`config.mk`:
```
export PLATFORM = sky130hd
export DESIGN_NAME = alu_sched
export DESIGN_NICKNAME = d
export VERILOG_FILES = /design/src/rtl/alu_pkg.sv /design/src/rtl/alu_core.sv /design/src/rtl/alu_sched.sv
export SDC_FILE = /design/constraint.sdc
export NUM_CORES = 1
export LEC_CHECK = 0
export ABC_AREA = 1
export ABC_CLOCK_PERIOD_IN_PS = 3700
export BUFFER_PORTS_ARGS = -buffer_cell sky130_fd_sc_hd__buf_4
export CAP_MARGIN = 20
export CORE_UTILIZATION = 50
export DETAILED_ROUTE_END_ITERATION = 10
export GPL_TIMING_DRIVEN = 0
export PLACE_DENSITY = 0.89
export SLEW_MARGIN = 20
export SYNTH_ARGS = -nofsm -noshare
export SYNTH_HDL_FRONTEND = slang
export SYNTH_SLANG_ARGS = --single-unit
```
`constraint.sdc`:
```
create_clock -name clk -period 3.7 [get_ports clk]
set_input_delay 0.185 -clock clk [delete_from_list [all_inputs] [get_ports clk]]
set_output_delay 0.185 -clock clk [all_outputs]
set_load 0.01 [all_outputs]
```
`src/rtl/alu_pkg.sv`:
```
// Shared definitions for the round-robin ALU scheduler: opcode and control-state encodings.
package alu_pkg;

  typedef enum logic [1:0] {
    OP_ADD = 2'd0,
    OP_SUB = 2'd1,
    OP_AND = 2'd2,
    OP_OR  = 2'd3
  } alu_op_e;

  typedef enum logic {
    ST_EMPTY = 1'b0,
    ST_FULL  = 1'b1
  } state_e;

endpackage : alu_pkg

```
`src/rtl/alu_core.sv`:
```
// Combinational ALU shared by all requesters; result is one bit wider than the operands.
module alu_core
  import alu_pkg::*;
#(
  parameter int W = 4
) (
  input  alu_op_e        code_i,
  input  logic [W-1:0]   a_i,
  input  logic [W-1:0]   b_i,
  output logic [W:0]     c_o
);

  always_comb begin
    // NOTE: assigning a default before the case keeps every path driven, so no latch is inferred.
    c_o = '0;
    case (code_i)
      OP_ADD:  c_o = {1'b0, a_i} + {1'b0, b_i};
      OP_SUB:  c_o = {1'b0, a_i} - {1'b0, b_i};
      OP_AND:  c_o = {1'b0, a_i & b_i};
      OP_OR:   c_o = {1'b0, a_i | b_i};
      default: c_o = '0;
    endcase
  end

endmodule : alu_core

```
`src/rtl/alu_sched.sv`:
```
// Round-robin arbiter feeding one shared ALU into a single-entry result register
// with valid/ready handshake and a consumed-result counter.
module alu_sched
  import alu_pkg::*;
#(
  parameter int W    = 4,
  parameter int NREQ = 4
) (
  input  logic                  clk,
  input  logic                  rst_n,
  input  logic [NREQ-1:0]       req,
  input  logic [2*NREQ-1:0]     code_i,
  input  logic [W*NREQ-1:0]     a_i,
  input  logic [W*NREQ-1:0]     b_i,
  output logic [NREQ-1:0]       gnt,
  output logic                  out_valid,
  input  logic                  out_ready,
  output logic [$clog2(NREQ)-1:0] out_id,
  output logic [W:0]            out_c,
  output logic [7:0]            op_cnt
);

  localparam int IW = $clog2(NREQ);

  state_e        state_q;
  logic [IW-1:0] ptr_q;
  logic [IW-1:0] out_id_q;
  logic [W:0]    out_c_q;
  logic [7:0]    op_cnt_q;

  logic [IW-1:0] sel;
  logic          accept;
  logic          consume;
  logic [1:0]    sel_code;
  logic [W-1:0]  sel_a;
  logic [W-1:0]  sel_b;
  logic [W:0]    alu_c;

  // Search starts one past the last grant; the IW-bit sum wraps NREQ-1 -> 0.
  always_comb begin
    sel = '0;
    for (int i = NREQ; i >= 1; i--) begin
      if (req[IW'(ptr_q + IW'(i))]) sel = IW'(ptr_q + IW'(i));
    end
  end

  assign out_valid = (state_q == ST_FULL);
  assign consume   = out_valid & out_ready;
  assign accept    = rst_n & (|req) & (~out_valid | out_ready);
  assign gnt       = accept ? (NREQ'(1) << sel) : '0;

  always_comb begin
    sel_code = code_i[2*sel +: 2];
    sel_a    = a_i[W*sel +: W];
    sel_b    = b_i[W*sel +: W];
  end

  alu_core #(.W(W)) u_alu_core (
    .code_i (alu_op_e'(sel_code)),
    .a_i    (sel_a),
    .b_i    (sel_b),
    .c_o    (alu_c)
  );

  // NOTE: sequential state uses non-blocking assignments so every register samples pre-edge values.
  always_ff @(posedge clk) begin
    if (!rst_n) begin
      state_q  <= ST_EMPTY;
      ptr_q    <= IW'(NREQ - 1);
      out_id_q <= '0;
      out_c_q  <= '0;
      op_cnt_q <= '0;
    end else begin
      if (consume) op_cnt_q <= op_cnt_q + 8'd1;
      if (accept) begin
        out_c_q  <= alu_c;
        out_id_q <= sel;
        ptr_q    <= sel;
      end
      case (state_q)
        ST_EMPTY: if (accept) state_q <= ST_FULL;
        ST_FULL:  if (out_ready && !accept) state_q <= ST_EMPTY;
        default:  state_q <= ST_EMPTY;
      endcase
    end
  end

  assign out_id = out_id_q;
  assign out_c  = out_c_q;
  assign op_cnt = op_cnt_q;

endmodule : alu_sched
```
== Yosys cells after proc, flatten, opt, wreduce, memory -nomap -nowiden ==
Index checks and enable logic that the tools add are counted.

* Bitwise logic cells: 7
* $add $sub $neg: 6
* Multiplexer cells: 17
* Reductions and logical operators: 4
* Eq/ne operators: 3
* Magnitude comparators: 4
* Shifts and indexed selects: 4

{| class="wikitable"
|+ Operators by type and width
! kind !! number
|-
| variable part select 16 x 5 -> 4 bit || 2
|-
| case mux 5 bit (4 select lines) || 1
|-
| less-than comparator 2 x 3 -> 1 bit (second input constant) || 4
|-
| adder 8 x 1 -> 8 bit (second input constant) || 1
|-
| binary-select mux 1 bit (select 2 bit) || 4
|-
| two-way mux 2 bit || 4
|-
| variable part select 8 x 4 -> 2 bit || 1
|-
| two-way mux 1 bit || 6
|-
| adder 4 x 4 -> 5 bit || 1
|-
| subtractor 4 x 4 -> 5 bit || 1
|-
| adder 2 bit (second input constant) || 2
|-
| AND 4 bit || 1
|-
| == test 2 bit (second input constant) || 2
|-
| two-way mux 4 bit || 1
|-
| bitwise OR 4 bit || 1
|-
| OR reduction 4 bit || 1
|-
| << shifter 1 x 2 -> 4 bit (first input constant) || 1
|-
| AND 1 bit || 3
|-
| adder 2 x 1 -> 2 bit (second input constant) || 1
|-
| == test 2 x 1 -> 1 bit (second input constant) || 1
|-
| zero test 2 bit || 1
|-
| case mux 1 bit (2 select lines) || 1
|-
| logical AND 1 bit || 1
|-
| zero test 1 bit || 1
|-
| 2 further kinds || 2
|}

* Output and inout bits: 20
* Word-level logic and storage cells: 50
* Register bits: 18
* Bits of input ports: 47

== Depth between registers and ports, before layout ==
Gate-level depths: netlist of run 1.

* Depth in word-level cells: 9
* Gate-level depth with buffers: 27
* Depth with buffers taken out: 25

== Hierarchy ==
From an unflattened synthesis of run 1, not the netlist that was laid out.

* Cells, all modules: 316
* Area, all modules: 1,783.0 um2

{| class="wikitable"
|+ Modules (own cells, without submodules)
! module !! instances !! cells an instance !! area each (um2) !! seq. area each (um2)
|-
| alu_sched || 1 || 250 || 1,412.6 || 360.3
|-
| alu_core || 1 || 66 || 370.4 || 0.0
|}

== Least setup slack after synthesis of run 1 ==
Ideal clock, no wire load.

* Kind: register to register
* From: register ptr_q[0]
* To: register out_c_q[3], in the netlist out_c[3]
* Setup slack: 0.696 ns
* Cell stages (with the launch flop): 24
* Clock period less this slack: 3.004 ns
* Arrival: 2.895 ns
* Setup time: 0.109 ns
* Data required time: 3.591 ns
* Buffers on the path: 1
* Cells stage by stage: dfxtp_1 -> buf_6 -> inv_8 -> nand2_2 -> nand2_2 -> nand2_4 -> nand2_4 -> inv_6 -> nand3_4 -> nand2_8 -> nor2_2 -> inv_1 -> nor2_1 -> nor3_2 -> ha_1 -> o21ai_0 -> ha_1 -> nand3_1 -> nand2_1 -> xor2_1 -> a21oi_1 -> nand3_1 -> nand2_1 -> inv_1

* Cells in the longest elaborated chain, start to end: 9
* Elaborated cells on any way between the ends: 27
* Classes of those cells: 5 x add/sub; 3 x eq/ne; 3 x shift; 13 x mux; 2 x bitwise; 1 x reduce/logical

{| class="wikitable"
|+ Ends and longest elaborated chain
! element !! line !! RTL
|-
| start, declared || alu_sched.sv:26 || <nowiki>logic [IW-1:0] ptr_q;</nowiki>
|-
| start signal, assigned || alu_sched.sv:69 || <nowiki>ptr_q <= IW'(NREQ - 1);</nowiki>
|-
| start signal, assigned || alu_sched.sv:78 || <nowiki>ptr_q <= sel;</nowiki>
|-
| adder 2 bit or binary-select mux 1 bit (select 2 bit) (tied branches) || alu_sched.sv:43 || <nowiki>if (req[IW'(ptr_q + IW'(i))]) sel = IW'(ptr_q + IW'(i));</nowiki>
|-
| binary-select mux 1 bit (select 2 bit) or two-way mux 1 bit (tied branches) || alu_sched.sv:43 ||
|-
| two-way mux 1 bit (implied by the code) or two-way mux 2 bit (tied branches) || alu_sched.sv:43 ||
|-
| two-way mux 2 bit (2 in a row) || alu_sched.sv:43 ||
|-
| two-way mux 2 bit * || alu_sched.sv:43 ||
|-
| variable part select 16 x 5 -> 4 bit (tied with other cells) || alu_sched.sv:54 || <nowiki>sel_a = a_i[W*sel +: W];</nowiki>
|-
| subtractor 4 x 4 -> 5 bit (tied with other cells) || alu_core.sv:18 || <nowiki>OP_SUB: c_o = {1'b0, a_i} - {1'b0, b_i};</nowiki>
|-
| case mux 5 bit (4 select lines) * || alu_core.sv:16 || <nowiki>case (code_i)</nowiki>
|-
| end signal, assigned || alu_sched.sv:76 || <nowiki>out_c_q <= alu_c;</nowiki>
|-
| end, declared || alu_sched.sv:28 || <nowiki>logic [W:0] out_c_q;</nowiki>
|}

Mark *: on every way between the ends. The rest lies on a longest branch, timed or not. The select of a mux whose other input is x is not followed.
A chain may end at the register's enable or synchronous reset.

== Final worst setup path of run 1 ==
Ends and elaborated chain as after synthesis.

==> results of run 1 <==
final timing paths:
| check | from | end | slack (ns) | cells after the start |
|---|---|---|---|---|
| max | ptr_q[0]$_SDFFE_PN1P_ | out_c[3]$_SDFFE_PN0P_ | 0.33 | 25 |
| min | out_ready | out_valid$_SDFF_PN0_ | 0.21 | 4 |
| max reg2reg | ptr_q[0]$_SDFFE_PN1P_ | out_c[3]$_SDFFE_PN0P_ | 0.33 | 25 |
| min reg2reg | op_cnt[7]$_SDFFE_PN0P_ | op_cnt[7]$_SDFFE_PN0P_ | 0.47 | 2 |
layer usage:
metal  GRT usage [%]  share of wire (%)  vias up
met5               0                  0        -
li1                -                  -     1044
met1            27.8                 44      913
met2            45.3                 52       46
met4            4.07               0.63        0
met3            4.74                3.8        4
state kept, by name (all words and copies together), names as in the netlist:
| name | cells |
|---|---|
| out_c | 5 |
| ptr_q | 2 |
| out_id | 2 |
| out_valid | 1 |
| op_cnt | 8 |
through the flow:
step                      std cells  utilization (%)
after floorplan                 282                -
after global placement          394             70.2
after detailed placement        394             70.2
after CTS                       398             71.8
after global routing            398             71.9
final                           398             71.9
cells by family after synthesis:
group           after synthesis  share of synthesized area [%]
compound gates               38                           12.8
xor+xnor                      3                           1.41
buf+inv                      44                           11.0
flops                        18                           19.4
fa+ha+maj                     9                           6.45
simple gates                170                           49.0
layout make-up:
cell class / count / area, um^2
Tap cell: 46 / 57.6
Inverter: 40 / 165
Sequential cell: 18 / 360
Timing Repair Buffer: 66 / 495
Fill cell: 302 / 966
Multi-Input combinational cell: 220 / 1300
Buffer: 4 / 38.8
Clock buffer: 4 / 55.1
worst max-delay path: stages, from the launching register on:
cell and delay [ns]:
dfxtp_1 0.33, buf_6 0.15, inv_8 0.06, nand2_2 0.06
nand2_2 0.08, nand2_2 0.11, nand2_1 0.05, inv_1 0.06
nand3_2 0.08, nand2_4 0.17, inv_4 0.10, nor2_2 0.27
nand2_1 0.09, nand2_1 0.12, nor2_4 0.06, ha_1 0.20
nor2_2 0.13, xor2_1 0.17, ha_1 0.30, a21oi_1 0.14
nand2_1 0.08, xor2_1 0.15, a21oi_1 0.14, nand3_1 0.10
nand2_1 0.06, inv_1 0.03
layout by cell type (no fill, tap or decap), drive strengths merged, types with 5 or more instances in the layout:
master / Yosys / routed
dfxtp: 18 / 18
o21ai: 14 / 14
nand2: 108 / 108
ha: 8 / 8
nand3: 20 / 20
nor2: 31 / 31
clkbuf: 2 / 6
buf: 2 / 68
nand4: 5 / 5
a21oi: 19 / 19
inv: 40 / 40
power by group:
group | total, mW | internal (mW) | switching [mW] | leakage (nW)
combinational | 1.52 | 0.604 | 0.921 | 1.14
clock | 0.163 | 0.0947 | 0.0685 | 0.0288
sequential | 0.254 | 0.231 | 0.0229 | 0.148
total | 1.94 | 0.929 | 1.01 | 1.32
==> results.py, run 1 <==
metrics = {
    "run_status": {
        "status": "complete, no violations",
    },
    "run": {
        "maxCapViolCount": 0,
    },
    "critical_path": {
        "cp_data_arrival_time_ns": 3.54,
        "worst_ep_required_time_ns": 3.86,
        "start_kind": "flop",
        "worstSetupPathType": "reg2reg",
        "path_max_fanout": 10,
        "worstSetupEndpointType": "flop",
    },
    "logic_synthesis": {
        "syn_area_per_cell_um2": 6.60,
        "yosysUniqueCellTypes": 38,
        "synthTopCellsByArea": "dfxtp_1 (19%), nand2_1 (16%), inv_1 (6.7%)",
        "synth_nets": 338,
        "seq_area_frac_synth_pct": 19.4,
        "synth_top_cell_by_area": "dfxtp_1",
        "synth.most_common_cell": "nand2_1",
        "synthCells": 282,
        "async_flop_share_pct": 0,
        "synth_edf_count": 0,
        "synth-seq-cells": 18,
        "synthesis.area_um2": 1860,
        "synth_flop_cell": "dfxtp_1",
        "yosysWarnings": 0,
        "synthTopCellsByCount": "nand2_1 (79), inv_1 (33), nor2_1 (24)",
        "synth_top_area_share_pct": 19.4,
    },
    "grt": {
        "grt_overflow": 0,
        "first_global_vias": 1865,
        "grt_max_degree": 11,
        "grt_pass1_wl_um": 7830,
        "grt_usage_pct": 24.1,
        "antenna_found_initial": 0,
    },
    "cells_and_area": {
        "finalInstanceArea_um2": 2480,
        "antennaDiodeCount": 0,
        "synthToLayoutAreaGrowth_pct": 33.0,
        "drive_gt1_share_pct": 36.4,
        "nets": 409,
    },
    "sta": {
        "setup_tns_ns": 0,
        "drv_slew": 0,
        "finClkSkew_ns": 0.00206,
        "hold_viol": 0,
        "hold_ws_ns": 0.210,
        "fin_crit_sh_pct": 91.2,
        "fmax_mhz": 296,
        "worst_pin_slew_ns": 0.470,
        "setup_viol": 0,
        "fin_ws_ns": 0.326,
        "slew_headroom_pct": 68.4,
        "rsz0062_at_grt": "no",
        "period_needed_ns": 3.37,
    },
    "floorplan": {
        "fp.dieH_um": 63.0,
        "die_x_um": 63.0,
        "std_cell_rows": 21,
        "dieArea_um2": 3970,
        "core_um2": 3440,
        "start_util_pct": 54.1,
        "io-pin-count": 67,
    },
    "cts": {
        "postCtsHoldBufs": 0,
        "post-cts-setup-buffers": 0,
        "root_buffer": "clkbuf_8",
        "insertion_delay_ns": 0.26,
        "clockBufferDepth": 2,
        "path_clk_slew_ns": 0.07,
        "cts.htree.levels": 1,
        "cts.sinks": 18,
        "cts_resized": 0,
        "cts_tree": "yes",
        "cts_buffers": 3,
    },
    "placement": {
        "gp_congestion": 0.922,
        "pre_cts_ws_ns": 0.336,
        "place_area_um2": 2410,
        "port_buffers": 66,
        "dp_hpwl_um": 3750,
    },
    "power_and_ir_drop": {
        "max-vdd-ir-drop_v": 0.000622,
        "leakage_nw": 1.32,
        "p_per_area_nw_per_um2": 784,
        "power.total_mw": 1.94,
    },
    "detailed_routing": {
        "first_iter_violations": 87,
        "drt_wl_total_um": 4630,
        "drc": 0,
        "avgViaCountPerCell": 5.04,
        "vias": 2007,
        "wl_per_cell_um": 11.6,
        "ant_nets": 0,
        "dr.pass1.iters": 4,
    },
    "worst_hold_path": {
        "holdCritPathClass": "in2reg",
    },
}
Note: power is estimated with default switching activity, not from simulation.
==> run 2, diff against run 1 <==
- CORE_ASPECT_RATIO: unset -> 2
==> run 2 against run 1 <==
Effect of this change:
- fmax up 1.6%
- sequential cell count unchanged
- first-iteration DRC count decreased by 67%
- combinational power is essentially flat
- global-route usage rose by 2.0 points
- critical path type unchanged
- core utilization shrank 2.6 points
==> results.py, run 2 (synthesis gave the netlist of run 1 again) <==
metrics = {
    "detailed_routing": {
        "drc": 0,
        "wl_per_cell_um": 11.4,
        "avgViaCountPerCell": 5.00,
        "dr.pass1.iters": 6,
        "drt_wl_total_um": 4570,
        "vias": 2006,
        "ant_nets": 0,
        "first_iter_violations": 29,
    },
    "cts": {
        "cts_buffers": 3,
        "cts.htree.levels": 1,
        "root_buffer": "clkbuf_8",
        "cts.sinks": 18,
        "insertion_delay_ns": 0.26,
        "cts_tree": "yes",
        "clockBufferDepth": 2,
        "path_clk_slew_ns": 0.07,
        "post-cts-setup-buffers": 0,
    },
    "sta": {
        "setup_viol": 0,
        "rsz0062_at_grt": "no",
        "slew_headroom_pct": 56.7,
        "fin_crit_sh_pct": 89.8,
        "drv_slew": 0,
        "setup_tns_ns": 0,
        "hold_viol": 0,
        "worst_pin_slew_ns": 0.643,
        "period_needed_ns": 3.32,
        "hold_ws_ns": 0.220,
        "fmax_mhz": 301,
        "finClkSkew_ns": 0.00363,
    },
    "cells_and_area": {
        "antennaDiodeCount": 0,
        "num-fill-cells": 319,
        "final_cell_mix": "nand2_1 (79), buf_4 (66), inv_1 (33)",
        "seqCellArea_um2": 360,
        "drive_gt1_share_pct": 36.1,
        "final_common_cell": "nand2_1",
        "nets": 409,
        "synthToLayoutAreaGrowth_pct": 32.9,
        "multi_input_area_um2": 1300,
        "largest_reg_flops": 8,
    },
    "power_and_ir_drop": {
        "p_per_area_nw_per_um2": 783,
        "leakage_nw": 1.31,
        "comb_power_share_pct": 78.7,
        "pwr-share-clk_pct": 8.2,
        "power_frac_seq_pct": 13.0,
        "p_sw_share_pct": 52.1,
        "p_sw_mw": 1.01,
        "max-vdd-ir-drop_v": 0.000548,
        "p_int_uw": 928,
    },
    "critical_path": {
        "path_max_fanout": 10,
        "worstSetupEndpointType": "flop",
        "cp_data_arrival_time_ns": 3.48,
        "start_kind": "flop",
        "worst_ep_required_time_ns": 3.86,
        "worstSetupPathType": "reg2reg",
    },
    "worst_hold_path": {
        "holdCritPathClass": "in2reg",
    },
    "run": {
        "maxCapViolCount": 0,
    },
    "grt": {
        "grt_max_degree": 11,
        "grt_usage_pct": 26.0,
        "antenna_found_initial": 0,
        "first_global_vias": 1995,
        "grt_overflow": 0,
        "grt_pass1_wl_um": 7880,
    },
    "floorplan": {
        "fp.dieH_um": 88.3,
        "dieArea_um2": 3990,
        "io-pin-count": 67,
        "die_x_um": 45.2,
        "start_util_pct": 52.2,
        "std_cell_rows": 31,
        "core_um2": 3570,
    },
    "placement": {
        "dp_hpwl_um": 3910,
        "gp_congestion": 0.881,
        "port_buffers": 66,
    },
    "run_status": {
        "status": "complete, no violations",
    },
}
## run 2: cell count changes in the layout (fill, tap and decap cells not counted)
cell,delta
a221oi_1,+1
a221oi_2,-1
## run 2: critical path, stage by stage (launching register included)
cell and delay, ns:
dfxtp_1 0.33, buf_6 0.15, inv_8 0.06, nand2_2 0.05, nand2_2 0.07, nand2_2 0.10
nand2_1 0.05, inv_1 0.06, nand3_2 0.07, nand2_4 0.16, inv_4 0.10, nor2_2 0.25
nand2_1 0.09, nand2_1 0.09, nor3_2 0.07, ha_1 0.22, nor2_2 0.12, xor2_1 0.18
ha_1 0.30, a21oi_1 0.14, nand2_1 0.08, xor2_1 0.14, a21oi_1 0.14, nand3_1 0.10
nand2_1 0.06, inv_1 0.03
## run 2: metal layers
layer | track usage [%] | vias to the layer above | routed length (um)
li1 | - | 1037 | -
met1 | 22.9 | 884 | 1450
met2 | 51.1 | 65 | 2710
met3 | 2.04 | 20 | 144
met4 | 17.9 | 0 | 266
met5 | 0 | - | 0
## run 2: stage by stage
step           total power [mW]  cell area, um^2  utilization, %  cells  worst slack [ns]
3_5_place_dp               1.77             2420            67.8    397             0.253
4_1_cts                    1.93             2470            69.3    401             0.236
6_report                   1.94             2470            69.3    401             0.377
2_1_floorplan              1.44             1860               -    282             0.696
3_3_place_gp               1.73             2420            67.8    397             0.303
5_1_grt                    2.14             2470            69.3    401            0.0193
## run 2: cell type report
class	count	area share [%]
Inverter	40	6.68
Multi-Input combinational cell	220	52.5
Sequential cell	18	14.6
Buffer	4	1.57
Clock buffer	4	2.23
Timing Repair Buffer	66	20.0
Tap cell	49	2.48
## run 2: power by group through the flow
stage / Clock [mW] / Combinational (mW) / Sequential, mW
floorplan: 0 / 1.17 / 0.270
global placement: 0 / 1.47 / 0.256
detailed placement: 0 / 1.51 / 0.257
CTS: 0.160 / 1.52 / 0.252
global route: 0.170 / 1.72 / 0.257
finish: 0.159 / 1.53 / 0.252
## run 2: path summary, 6_finish.rpt
path | slack (ns) | from | to | cells after the start
min | 0.22 | out_ready | out_valid$_SDFF_PN0_ | 4
max reg2reg | 0.38 | ptr_q[0]$_SDFFE_PN1P_ | out_c[3]$_SDFFE_PN0P_ | 25
max | 0.38 | ptr_q[0]$_SDFFE_PN1P_ | out_c[3]$_SDFFE_PN0P_ | 25
min reg2reg | 0.48 | out_id[0]$_SDFFE_PN0P_ | out_id[0]$_SDFFE_PN0P_ | 2
## run 2: repair_timing
action	4_1_cts	5_1_grt
hold buffers	0	0
setup endpoints to repair	0	1
resized for setup	0	1
